**config.mk**
```make
export PLATFORM = sky130hd
export DESIGN_NAME = dht11_responder
export DESIGN_NICKNAME = d
export VERILOG_FILES = /design/src/rtl/dht11_responder.sv
export SDC_FILE = /design/constraint.sdc
export NUM_CORES = 1
export LEC_CHECK = 0
export ABC_AREA = 1
export CORE_ASPECT_RATIO = 0.7
export CORE_MARGIN = 10
export CORE_UTILIZATION = 55
export CTS_CLUSTER_DIAMETER = 50
export DETAILED_ROUTE_END_ITERATION = 10
export PLACE_DENSITY_LB_ADDON = 0.1
export SKIP_CTS_REPAIR_TIMING = 1
export SLEW_MARGIN = 20
export SYNTH_ARGS = -nofsm -noshare
export SYNTH_HDL_FRONTEND = slang
export SYNTH_SLANG_ARGS = --single-unit
export TNS_END_PERCENT = 100
```
**constraint.sdc**
```tcl
create_clock -name clk -period 6.2 [get_ports clk]
set_input_delay 0.93 -clock clk [delete_from_list [all_inputs] [get_ports clk]]
set_output_delay 0.93 -clock clk [all_outputs]
set_load 0.01 [all_outputs]
```
**src/rtl/dht11_responder.sv**
```systemverilog
// DHT11 sensor-side emulator: waits for a host start pulse on the open-drain line,
// then answers with the response preamble and a 40-bit humidity/temperature frame.
module dht11_responder #(
    parameter int unsigned SYS_FREQ     = 125,
    parameter int unsigned START_MIN_US = 18000,
    parameter int unsigned WAIT_US      = 30,
    parameter int unsigned RESP_US      = 80,
    parameter int unsigned BIT_LOW_US   = 50,
    parameter int unsigned ZERO_US      = 27,
    parameter int unsigned ONE_US       = 70
) (
    input  logic       clk,
    input  logic       reset_n,
    input  logic       dq_in,
    input  logic [7:0] hum_int,
    input  logic [7:0] hum_dec,
    input  logic [7:0] temp_int,
    input  logic [7:0] temp_dec,
    input  logic       csum_err_inject,
    output logic       dq_oe,
    output logic       busy,
    output logic       frame_done,
    output logic       start_err
);

    localparam int unsigned PW = (SYS_FREQ > 1) ? $clog2(SYS_FREQ) : 1;

    typedef enum logic [2:0] {
        IDLE, HOST_LOW, WAIT_REL, RESP_LOW, RESP_HIGH, BIT_LOW, BIT_HIGH, END_LOW
    } state_t;

    state_t        r_state, w_next;
    logic          r_dq_s1, r_dq_s, r_dq_d, r_armed;
    logic [PW-1:0] r_pre;
    logic [15:0]   r_us;
    logic [39:0]   r_frame;
    logic [5:0]    r_idx;
    logic          w_fall, w_rise, w_tick, w_end;
    logic          w_oe_nxt, w_busy_nxt, w_done_nxt, w_err_nxt;
    logic [15:0]   w_len;
    logic [7:0]    w_csum;

    always_ff @(posedge clk or negedge reset_n) begin
        if (!reset_n) begin
            r_dq_s1 <= 1'b1;
            r_dq_s  <= 1'b1;
            r_dq_d  <= 1'b1;
        end else begin
            r_dq_s1 <= dq_in;
            r_dq_s  <= r_dq_s1;
            r_dq_d  <= r_dq_s;
        end
    end

    assign w_fall = r_dq_d & ~r_dq_s;
    assign w_rise = ~r_dq_d & r_dq_s;
    assign w_tick = (r_pre == PW'(SYS_FREQ - 1));
    assign w_end  = w_tick && (r_us == w_len - 16'd1);
    assign w_csum = (hum_int + hum_dec + temp_int + temp_dec) ^ {7'd0, csum_err_inject};

    // Timer restarts on every state change so each phase is an exact multiple of 1 us.
    always_ff @(posedge clk or negedge reset_n) begin
        if (!reset_n) begin
            r_pre <= '0;
            r_us  <= '0;
        end else if (w_next != r_state) begin
            r_pre <= '0;
            r_us  <= '0;
        end else if (w_tick) begin
            r_pre <= '0;
            if (r_us != '1) r_us <= r_us + 16'd1;
        end else begin
            r_pre <= r_pre + PW'(1);
        end
    end

    always_comb begin
        w_len = 16'(BIT_LOW_US);
        case (r_state)
            WAIT_REL:            w_len = 16'(WAIT_US);
            RESP_LOW, RESP_HIGH: w_len = 16'(RESP_US);
            BIT_HIGH:            w_len = r_frame[r_idx] ? 16'(ONE_US) : 16'(ZERO_US);
            default:             w_len = 16'(BIT_LOW_US);
        endcase
    end

    always_comb begin
        w_next     = r_state;
        w_done_nxt = 1'b0;
        w_err_nxt  = 1'b0;
        case (r_state)
            IDLE:      if (r_armed && w_fall && !dq_oe) w_next = HOST_LOW;
            HOST_LOW:  if (w_rise) begin
                           if (r_us >= 16'(START_MIN_US)) begin
                               w_next = WAIT_REL;
                           end else begin
                               w_next    = IDLE;
                               w_err_nxt = 1'b1;
                           end
                       end
            WAIT_REL:  if (w_end) w_next = RESP_LOW;
            RESP_LOW:  if (w_end) w_next = RESP_HIGH;
            RESP_HIGH: if (w_end) w_next = BIT_LOW;
            BIT_LOW:   if (w_end) w_next = BIT_HIGH;
            BIT_HIGH:  if (w_end) w_next = (r_idx == 6'd0) ? END_LOW : BIT_LOW;
            END_LOW:   if (w_end) begin
                           w_next     = IDLE;
                           w_done_nxt = 1'b1;
                       end
            default:   w_next = IDLE;
        endcase
        w_oe_nxt   = (w_next == RESP_LOW) || (w_next == BIT_LOW) || (w_next == END_LOW);
        w_busy_nxt = (w_next != IDLE) && (w_next != HOST_LOW);
    end

    always_ff @(posedge clk or negedge reset_n) begin
        if (!reset_n) begin
            r_state    <= IDLE;
            dq_oe      <= 1'b0;
            busy       <= 1'b0;
            frame_done <= 1'b0;
            start_err  <= 1'b0;
        end else begin
            r_state    <= w_next;
            dq_oe      <= w_oe_nxt;
            busy       <= w_busy_nxt;
            frame_done <= w_done_nxt;
            start_err  <= w_err_nxt;
        end
    end

    // Arms only after the line has been seen high in IDLE, so a line still low on re-entry cannot start.
    always_ff @(posedge clk or negedge reset_n) begin
        if (!reset_n) begin
            r_armed <= 1'b0;
        end else begin
            r_armed <= (r_state == IDLE) && (w_next == IDLE) && (r_armed || r_dq_s);
        end
    end

    always_ff @(posedge clk or negedge reset_n) begin
        if (!reset_n) begin
            r_frame <= '0;
            r_idx   <= '0;
        end else begin
            if (r_state == WAIT_REL && w_end)
                r_frame <= {hum_int, hum_dec, temp_int, temp_dec, w_csum};
            if (r_state == RESP_HIGH && w_end)
                r_idx <= 6'd39;
            else if (r_state == BIT_HIGH && w_end && r_idx != 6'd0)
                r_idx <= r_idx - 6'd1;
        end
    end

endmodule
```
==> metrics.txt, run 1 <==
# TYPE chip_impl_metric gauge
chip_impl_metric{name="grt_antenna_before_repair",unit=""} 0
chip_impl_info{name="whs_endpoint",value="r_dq_s"} 1
chip_impl_metric{name="async_flop_share",unit=""} 1.000
chip_impl_metric{name="power_leakage",unit="µW"} 0.002763
chip_impl_metric{name="max_cap_violations",unit=""} 0
chip_impl_metric{name="cts_max_path_buffers",unit=""} 2
chip_impl_metric{name="cts_htree_levels",unit=""} 3
chip_impl_info{name="yosysMostFrequentCell",value="sky130_fd_sc_hd__nand2_1"} 1
chip_impl_metric{name="grt_usage",unit=""} 0.1784
chip_impl_info{name="r2r-end",value="r_frame[35]"} 1
chip_impl_metric{name="drt_pass_1_iters",unit=""} 5
chip_impl_metric{name="synth.avg_cell_area",unit="µm²"} 7.937
chip_impl_metric{name="syn-num-nets",unit=""} 707
chip_impl_metric{name="use_met1",unit=""} 0.2648
chip_impl_metric{name="syn_inst",unit=""} 643
chip_impl_metric{name="timing.final.crit_share",unit=""} 0.7025
chip_impl_metric{name="synth_seq_cells",unit=""} 80
chip_impl_metric{name="pre_cts_ws",unit="ps"} 1923
chip_impl_metric{name="diodes",unit=""} 0
chip_impl_info{name="cts_tree",value="built"} 1
chip_impl_info{name="unrepaired_setup_endpoints_after_global_routing",value="false"} 1
chip_impl_metric{name="numCtsBuffers",unit=""} 9
chip_impl_info{name="path_class",value="register to register"} 1
chip_impl_metric{name="numClockSinks",unit=""} 80
chip_impl_metric{name="worstPathRequired",unit="ps"} 6470
chip_impl_metric{name="design.die.area",unit="µm²"} 13590
chip_impl_metric{name="critPathArrivalTime",unit="ps"} 4630
chip_impl_metric{name="synth_top_cell_area_share",unit=""} 0.3775
chip_impl_metric{name="ios",unit=""} 40
chip_impl_metric{name="rows",unit=""} 29
chip_impl_metric{name="total_count_of_max_transition_violations_in_the_final_report",unit=""} 0
chip_impl_metric{name="synthToLayoutAreaGrowth",unit="%"} 13.66
chip_impl_metric{name="dieWidth",unit="µm"} 135.1
chip_impl_info{name="yosys-top-cells-area",value="sky130_fd_sc_hd__dfrtp_1, sky130_fd_sc_hd__nand2_1, sky130_fd_sc_hd__inv_1"} 1
chip_impl_metric{name="global_route.usage.met2",unit=""} 0.2467
chip_impl_metric{name="whs",unit="ps"} 361.0
chip_impl_info{name="holdCritPathClass",value="register to register"} 1
chip_impl_metric{name="worst_slew_margin_relative_to_its_limit",unit=""} 0.4972
chip_impl_metric{name="final_non_filler_cell_total",unit=""} 798
chip_impl_metric{name="wl",unit="µm"} 11410
chip_impl_info{name="hold_path_startpoint",value="r_dq_s1"} 1
chip_impl_metric{name="worstPathMaxFanout",unit=""} 66
chip_impl_metric{name="first_global_vias",unit=""} 4081
chip_impl_metric{name="hold_viol",unit=""} 0
chip_impl_metric{name="footprint_of_the_multi_input_gates",unit="µm²"} 2585
chip_impl_metric{name="fin_nets",unit=""} 734
chip_impl_info{name="synth_top_flop_cell",value="sky130_fd_sc_hd__dfrtp_1"} 1
chip_impl_metric{name="grt.overflow.total",unit=""} 0
chip_impl_info{name="status",value="complete, no violations"} 1
chip_impl_info{name="global_route.peak_usage_layer",value="met1"} 1
chip_impl_info{name="timing.critical_path.from",value="r_idx[0]"} 1
chip_impl_metric{name="final_sum_of_negative_setup_slack",unit="ps"} 0
chip_impl_metric{name="ant_nets",unit=""} 0
chip_impl_metric{name="seqCellArea",unit="µm²"} 2006
chip_impl_metric{name="met3_usage",unit=""} 0.04432
chip_impl_metric{name="wl_per_cell",unit="µm"} 14.30
chip_impl_metric{name="power.density_cell_area",unit="nW/µm²"} 213.8
chip_impl_info{name="timing.critical_path.from_type",value="register"} 1
chip_impl_info{name="r2r_start",value="r_idx[0]"} 1
chip_impl_info{name="ys_top_cells_by_count",value="sky130_fd_sc_hd__nand2_1, sky130_fd_sc_hd__inv_1, sky130_fd_sc_hd__dfrtp_1"} 1
chip_impl_metric{name="post-place-cells",unit=""} 783
chip_impl_metric{name="globalplace.congestion",unit=""} 0.9020
chip_impl_metric{name="clock_latency",unit="ps"} 340
chip_impl_metric{name="via_per_inst",unit=""} 5.293
chip_impl_metric{name="fill_cells",unit=""} 779
chip_impl_info{name="critPathCaptureType",value="register"} 1
chip_impl_metric{name="hold_depth",unit=""} 0
chip_impl_metric{name="yosys_warnings",unit=""} 0
chip_impl_metric{name="cell_count_of_the_worst_reg_to_reg_path",unit=""} 22
chip_impl_metric{name="drtIter0Drc",unit=""} 381
chip_impl_metric{name="reg2reg_setup_slack",unit="ps"} 1840
chip_impl_metric{name="setup_viol",unit=""} 0
chip_impl_metric{name="synth_cell_types",unit=""} 39
chip_impl_metric{name="clkTransAtPathRegs",unit="ps"} 60
chip_impl_metric{name="detailroute.via_count",unit=""} 4224
chip_impl_info{name="cts.root.buffer_cell",value="sky130_fd_sc_hd__clkbuf_16"} 1
chip_impl_metric{name="drive_above_1_share",unit=""} 0.06973
chip_impl_metric{name="initial_core_util",unit=""} 0.5626
chip_impl_metric{name="die-height",unit="µm"} 100.6
chip_impl_metric{name="vdd_ir_drop_max",unit="mV"} 0.1651
chip_impl_metric{name="achievable-frequency",unit="GHz"} 0.2296
chip_impl_metric{name="core_area",unit="µm²"} 9071
chip_impl_metric{name="final.setup_skew",unit="ps"} 5.351
chip_impl_metric{name="pin_count_of_the_biggest_net_entering_global_routing",unit=""} 81
chip_impl_metric{name="layout_setup_ws",unit="ps"} 1845
chip_impl_metric{name="drc_violations",unit=""} 0
chip_impl_info{name="netlist.top_cell.by_area",value="sky130_fd_sc_hd__dfrtp_1"} 1
chip_impl_metric{name="worst_pin_slew",unit="ps"} 750.6
chip_impl_metric{name="detailed_place_hpwl",unit="µm"} 8402
chip_impl_metric{name="port-buffer-count",unit=""} 39
chip_impl_metric{name="first_pass_grt_wire_length",unit="µm"} 19890
chip_impl_metric{name="timing.final.crit_period",unit="ps"} 4355
chip_impl_metric{name="synth_edf_count",unit=""} 0
chip_impl_metric{name="synth.yosys.seq_area_share",unit=""} 0.3930
chip_impl_metric{name="synth_area",unit="µm²"} 5104
-- state kept, by name, indices dropped and copies added (netlist names), 3 cells and up --
| signal | flops |
|---|---|
| r_pre | 7 |
| r_frame | 40 |
| r_idx | 6 |
| r_us | 16 |
| r_state | 3 |
-- how the worst max path moves through the flow --
stage | end | slack [ps] | cells after the start
2_1_floorplan | r_frame[7] | 2900 | 13
3_3_place_gp | r_frame[35] | 1910 | 22
3_5_place_dp | r_frame[35] | 1920 | 22
4_1_cts | r_frame[35] | 1900 | 22
5_1_grt | r_frame[7] | 1400 | 23
6_report | r_frame[35] | 1840 | 22
-- where the power goes --
part	switching, µW	internal (µW)	total [µW]
combinational	74.2	68.7	143
sequential	0.558	524	525
clock	201	372	573
total	276	964	1240
-- cell type report --
type	instances	area share
Multi-Input combinational cell	450	0.4456
Timing Repair Buffer	40	0.06881
Sequential cell	80	0.3458
Clock buffer	12	0.04422
Clock inverter	3	0.01122
Inverter	89	0.05759
Tap cell	124	0.02675
-- metrics by stage --
step	utilization	cell area, µm²	total power [µW]
after global routing	0.6394	5801	1290
after CTS	0.6390	5797	1253
final	0.6394	5801	1240
after floorplan	-	5104	618.3
after detailed placement	0.6036	5475	676.4
after global placement	0.6036	5475	674.5
-- worst max-delay path: stages (launching register included) --
cell                       delay (ps)
sky130_fd_sc_hd__dfrtp_1          830
sky130_fd_sc_hd__inv_2            370
sky130_fd_sc_hd__nand2_1          150
sky130_fd_sc_hd__nand3_1           90
sky130_fd_sc_hd__nand2_1          110
sky130_fd_sc_hd__nand2_1           50
sky130_fd_sc_hd__nand2_1           60
sky130_fd_sc_hd__clkinv_1          50
sky130_fd_sc_hd__nand2_1           50
sky130_fd_sc_hd__nand2_1          100
sky130_fd_sc_hd__nand3_2          110
sky130_fd_sc_hd__a21oi_1           80
sky130_fd_sc_hd__ha_1             320
sky130_fd_sc_hd__xor2_1           140
sky130_fd_sc_hd__nand3_1           90
sky130_fd_sc_hd__nor4_1           300
sky130_fd_sc_hd__nand3_1          170
sky130_fd_sc_hd__nor2_2           170
sky130_fd_sc_hd__nand2_2          120
sky130_fd_sc_hd__nor2_4           100
sky130_fd_sc_hd__buf_4            490
sky130_fd_sc_hd__nand2_1          200
sky130_fd_sc_hd__nand2_1          110
-- layer usage --
| layer | part of all wire | wire [µm] |
|---|---|---|
| met5 | 0 | 0 |
| met4 | 0.014 | 157 |
| met3 | 0.067 | 764 |
| met2 | 0.41 | 4679 |
| met1 | 0.51 | 5812 |
-- cell families (layout without fill, tap and decap cells) --
| group | Yosys count | after routing | synth area share |
|---|---|---|---|
| AOI/OAI and AO/OA | 58 | 58 | 0.06350 |
| DFF | 80 | 80 | 0.3930 |
| and+or+nand+nor | 329 | 329 | 0.2937 |
| xor gates and xnor gates | 34 | 34 | 0.05835 |
| other | 1 | 1 | 0.0007348 |
| buffers and inverters | 113 | 144 | 0.1015 |
| adders and majority gates | 28 | 28 | 0.08924 |
-- layout by cell type, fill, tap and decap left out, types with 3 or more instances in the layout --
cell / n
sky130_fd_sc_hd__nand3b_1: 3
sky130_fd_sc_hd__o21ai_0: 35
sky130_fd_sc_hd__nor4_1: 4
sky130_fd_sc_hd__nand2_2: 5
sky130_fd_sc_hd__ha_1: 14
sky130_fd_sc_hd__a21oi_1: 6
sky130_fd_sc_hd__o21ai_1: 9
sky130_fd_sc_hd__nor2_4: 3
sky130_fd_sc_hd__inv_2: 3
sky130_fd_sc_hd__clkdlybuf4s50_1: 38
sky130_fd_sc_hd__nor2_1: 43
sky130_fd_sc_hd__nand4_1: 32
sky130_fd_sc_hd__clkbuf_16: 9
sky130_fd_sc_hd__inv_1: 85
sky130_fd_sc_hd__nand3_1: 44
sky130_fd_sc_hd__xor2_1: 26
sky130_fd_sc_hd__xnor2_1: 8
sky130_fd_sc_hd__nor2_2: 8
sky130_fd_sc_hd__nand2_1: 166
sky130_fd_sc_hd__dfrtp_1: 77
sky130_fd_sc_hd__fa_1: 14
sky130_fd_sc_hd__dfstp_2: 3
sky130_fd_sc_hd__nor3_1: 13
Power figures use the tool's default switching activity.
==> run 2, diff against run 1 <==
clock period = 4.3 ns   (was 6.2 ns; I/O delays follow)
==> run 2 against run 1 <==
Register-to-register slack got worse by 1200 ps. Non-clock buffer count grew 2. Global-route usage decreased by 0.41 points. Setup slack worse by 1200 ps. Clock power rose by 25%. Die area is the same. Fmax increased by 19%. Combinational power rose by 45%. Sequential power grew 44%. Via count is 1.2% lower. First-iteration DRC count decreased by 1.6%. Design area decreased by 0.35%. Largest cell class unchanged.
==> metrics.txt, run 2 (synthesized netlist as in run 1, its figures left out) <==
# TYPE chip_impl_metric gauge
chip_impl_info{name="status",value="complete, no violations"} 1
chip_impl_metric{name="setup_viol",unit=""} 0
chip_impl_metric{name="final.setup_skew",unit="ps"} 5.965
chip_impl_metric{name="grt_antenna_before_repair",unit=""} 0
chip_impl_metric{name="timing.final.crit_period",unit="ps"} 3658
chip_impl_metric{name="critPathArrivalTime",unit="ps"} 3850
chip_impl_info{name="cts.root.buffer_cell",value="sky130_fd_sc_hd__clkbuf_16"} 1
chip_impl_metric{name="numCtsBuffers",unit=""} 9
chip_impl_info{name="mostFrequentLayoutCells",value="sky130_fd_sc_hd__nand2_1, sky130_fd_sc_hd__inv_1, sky130_fd_sc_hd__dfrtp_1"} 1
chip_impl_info{name="timing.critical_path.from",value="r_idx[0]"} 1
chip_impl_info{name="cts_tree",value="built"} 1
chip_impl_metric{name="total_count_of_max_transition_violations_in_the_final_report",unit=""} 0
chip_impl_metric{name="detailroute.wirelength.met2",unit="µm"} 4682
chip_impl_metric{name="sequentialPowerShare",unit=""} 0.450
chip_impl_metric{name="internal-power",unit="µW"} 1287
chip_impl_metric{name="hold_viol",unit=""} 0
chip_impl_metric{name="final_sum_of_negative_setup_slack",unit="ps"} 0
chip_impl_metric{name="wl",unit="µm"} 11290
chip_impl_metric{name="clkTransAtPathRegs",unit="ps"} 60
chip_impl_metric{name="p_sw_frac",unit=""} 0.2341
chip_impl_metric{name="drive_above_1_share",unit=""} 0.06963
chip_impl_info{name="biggestRegsByFlops",value="r_frame x40, r_us x16, r_pre x7"} 1
chip_impl_metric{name="diodes",unit=""} 0
chip_impl_metric{name="detailed_place_hpwl",unit="µm"} 8328
chip_impl_metric{name="clockPowerShare",unit=""} 0.427
chip_impl_metric{name="vdd_ir_drop_max",unit="mV"} 0.1709
chip_impl_metric{name="ios",unit=""} 40
chip_impl_metric{name="largest_reg_flops",unit=""} 40
chip_impl_metric{name="design_power_total",unit="µW"} 1681
chip_impl_metric{name="via_per_inst",unit=""} 5.222
chip_impl_metric{name="port-buffer-count",unit=""} 39
chip_impl_metric{name="clock_latency",unit="ps"} 340
chip_impl_metric{name="whs",unit="ps"} 346.2
chip_impl_metric{name="wl_per_cell",unit="µm"} 14.13
chip_impl_metric{name="worst_pin_slew",unit="ps"} 755.6
chip_impl_info{name="r2r-end",value="r_pre[5]"} 1
chip_impl_metric{name="worst_slew_margin_relative_to_its_limit",unit=""} 0.4939
chip_impl_info{name="largest-register",value="r_frame"} 1
chip_impl_metric{name="metal_1_wl",unit="µm"} 5839
chip_impl_metric{name="power_leakage",unit="µW"} 0.002751
chip_impl_metric{name="first_global_vias",unit=""} 3980
chip_impl_info{name="path_class",value="register to register"} 1
chip_impl_metric{name="dieWidth",unit="µm"} 135.1
chip_impl_metric{name="ant_nets",unit=""} 0
chip_impl_metric{name="cts_max_path_buffers",unit=""} 2
chip_impl_metric{name="drtIter0Drc",unit=""} 375
chip_impl_metric{name="cell_count_of_the_worst_reg_to_reg_path",unit=""} 22
chip_impl_metric{name="timing.final.crit_share",unit=""} 0.8508
chip_impl_metric{name="core_area",unit="µm²"} 9071
chip_impl_info{name="r2r_start",value="r_idx[0]"} 1
chip_impl_metric{name="drc_violations",unit=""} 0
chip_impl_info{name="timing.critical_path.from_type",value="register"} 1
chip_impl_metric{name="combinationalPowerShare",unit=""} 0.123
chip_impl_metric{name="power.density_cell_area",unit="nW/µm²"} 290.7
chip_impl_info{name="holdCritPathClass",value="input pin to asynchronous set/reset pin"} 1
chip_impl_info{name="unrepaired_setup_endpoints_after_global_routing",value="false"} 1
chip_impl_metric{name="pin_count_of_the_biggest_net_entering_global_routing",unit=""} 81
chip_impl_info{name="critPathCaptureType",value="register"} 1
chip_impl_metric{name="initial_core_util",unit=""} 0.5626
chip_impl_metric{name="first_pass_grt_wire_length",unit="µm"} 19150
chip_impl_info{name="dr.max_layer_used",value="met4"} 1
chip_impl_metric{name="worstPathRequired",unit="ps"} 4490
chip_impl_metric{name="globalplace.congestion",unit=""} 0.9089
chip_impl_info{name="mostFrequentLayoutCell",value="sky130_fd_sc_hd__nand2_1"} 1
chip_impl_metric{name="postLayoutCellArea",unit="µm²"} 5781
chip_impl_metric{name="max_cap_violations",unit=""} 0
chip_impl_metric{name="cts_htree_levels",unit=""} 3
chip_impl_metric{name="detailroute.via_count",unit=""} 4172
chip_impl_metric{name="rows",unit=""} 29
chip_impl_metric{name="reg2reg_setup_slack",unit="ps"} 640
chip_impl_metric{name="grt.overflow.total",unit=""} 0
chip_impl_metric{name="achievable-frequency",unit="GHz"} 0.2734
chip_impl_metric{name="worstPathMaxFanout",unit=""} 27
chip_impl_metric{name="wl_met3",unit="µm"} 645
chip_impl_metric{name="numClockSinks",unit=""} 80
chip_impl_metric{name="grt_usage",unit=""} 0.1742
chip_impl_metric{name="die-height",unit="µm"} 100.6
chip_impl_metric{name="synthToLayoutAreaGrowth",unit="%"} 13.26
chip_impl_metric{name="drt_pass_1_iters",unit=""} 5
chip_impl_metric{name="total_switching_power",unit="µW"} 393.4
chip_impl_metric{name="design.die.area",unit="µm²"} 13590
chip_impl_metric{name="dpl-instance-area",unit="µm²"} 5503
chip_impl_metric{name="fin_nets",unit=""} 736
==> run 2: cell types whose count changed in the layout (fill, tap and decap cells not counted), sizes merged <==
cell and change:
buf +2, bufinv -2, clkbuf +2, clkinv -1
==> run 2: power groups by stage <==
stage	logic, µW	clock network, µW	registers, µW
finish	207	717	757
global placement	204	0	770
global route	239	771	756
floorplan	122	0	770
CTS	209	733	756
detailed placement	207	0	770
==> run 2: cell type report <==
| cell class | count | area (µm²) |
|---|---|---|
| fillers | 824 | 3291 |
| repair buffers | 42 | 426.7 |
| clock buffers | 14 | 274.0 |
| multi-input cells | 450 | 2585 |
| well taps | 124 | 155.1 |
| inverters | 89 | 334.1 |
| flip-flops and latches | 80 | 2006 |
==> run 2: per-stage QoR <==
step | setup WS [ps] | cells | util
2_1_floorplan | 1281 | 643 | -
3_3_place_gp | 667.9 | 785 | 0.6066
3_5_place_dp | 580.0 | 785 | 0.6066
4_1_cts | 614.9 | 799 | 0.6368
5_1_grt | 155.0 | 799 | 0.6372
6_report | 641.7 | 799 | 0.6372
==> run 2: metal layers <==
layer / vias up / GRT usage
li1: 2104 / -
met1: 1958 / 0.2576
met2: 98 / 0.2430
met3: 12 / 0.04482
met4: 0 / 0.05033
met5: - / 0
==> run 2: worst max-delay path, cell delays in order, from the launching register on <==
cell and delay [ps]:
sky130_fd_sc_hd__dfrtp_1 390, sky130_fd_sc_hd__inv_2 320, sky130_fd_sc_hd__nand2_1 100, sky130_fd_sc_hd__nand3_1 100, sky130_fd_sc_hd__nand2_1 90, sky130_fd_sc_hd__nand2_1 70
sky130_fd_sc_hd__nand2_1 60, sky130_fd_sc_hd__inv_1 70, sky130_fd_sc_hd__nand2_2 60, sky130_fd_sc_hd__a21oi_2 130, sky130_fd_sc_hd__nand3_1 110, sky130_fd_sc_hd__ha_1 320
sky130_fd_sc_hd__nor2_1 50, sky130_fd_sc_hd__nor3_1 150, sky130_fd_sc_hd__nand4_1 110, sky130_fd_sc_hd__nor4_1 210, sky130_fd_sc_hd__nand3_1 160, sky130_fd_sc_hd__inv_1 80
sky130_fd_sc_hd__nand2_1 60, sky130_fd_sc_hd__nor2_2 240, sky130_fd_sc_hd__o211ai_4 300, sky130_fd_sc_hd__nand2_4 240, sky130_fd_sc_hd__nor3_1 70
==> run 2: worst max-delay path by stage <==
stage / to / slack, ps
final: r_pre[5] / 640
after global routing: r_pre[5] / 150
after CTS: r_pre[5] / 610
after detailed placement: r_frame[7] / 580
after global placement: r_frame[7] / 670
after floorplan: r_frame[7] / 1280
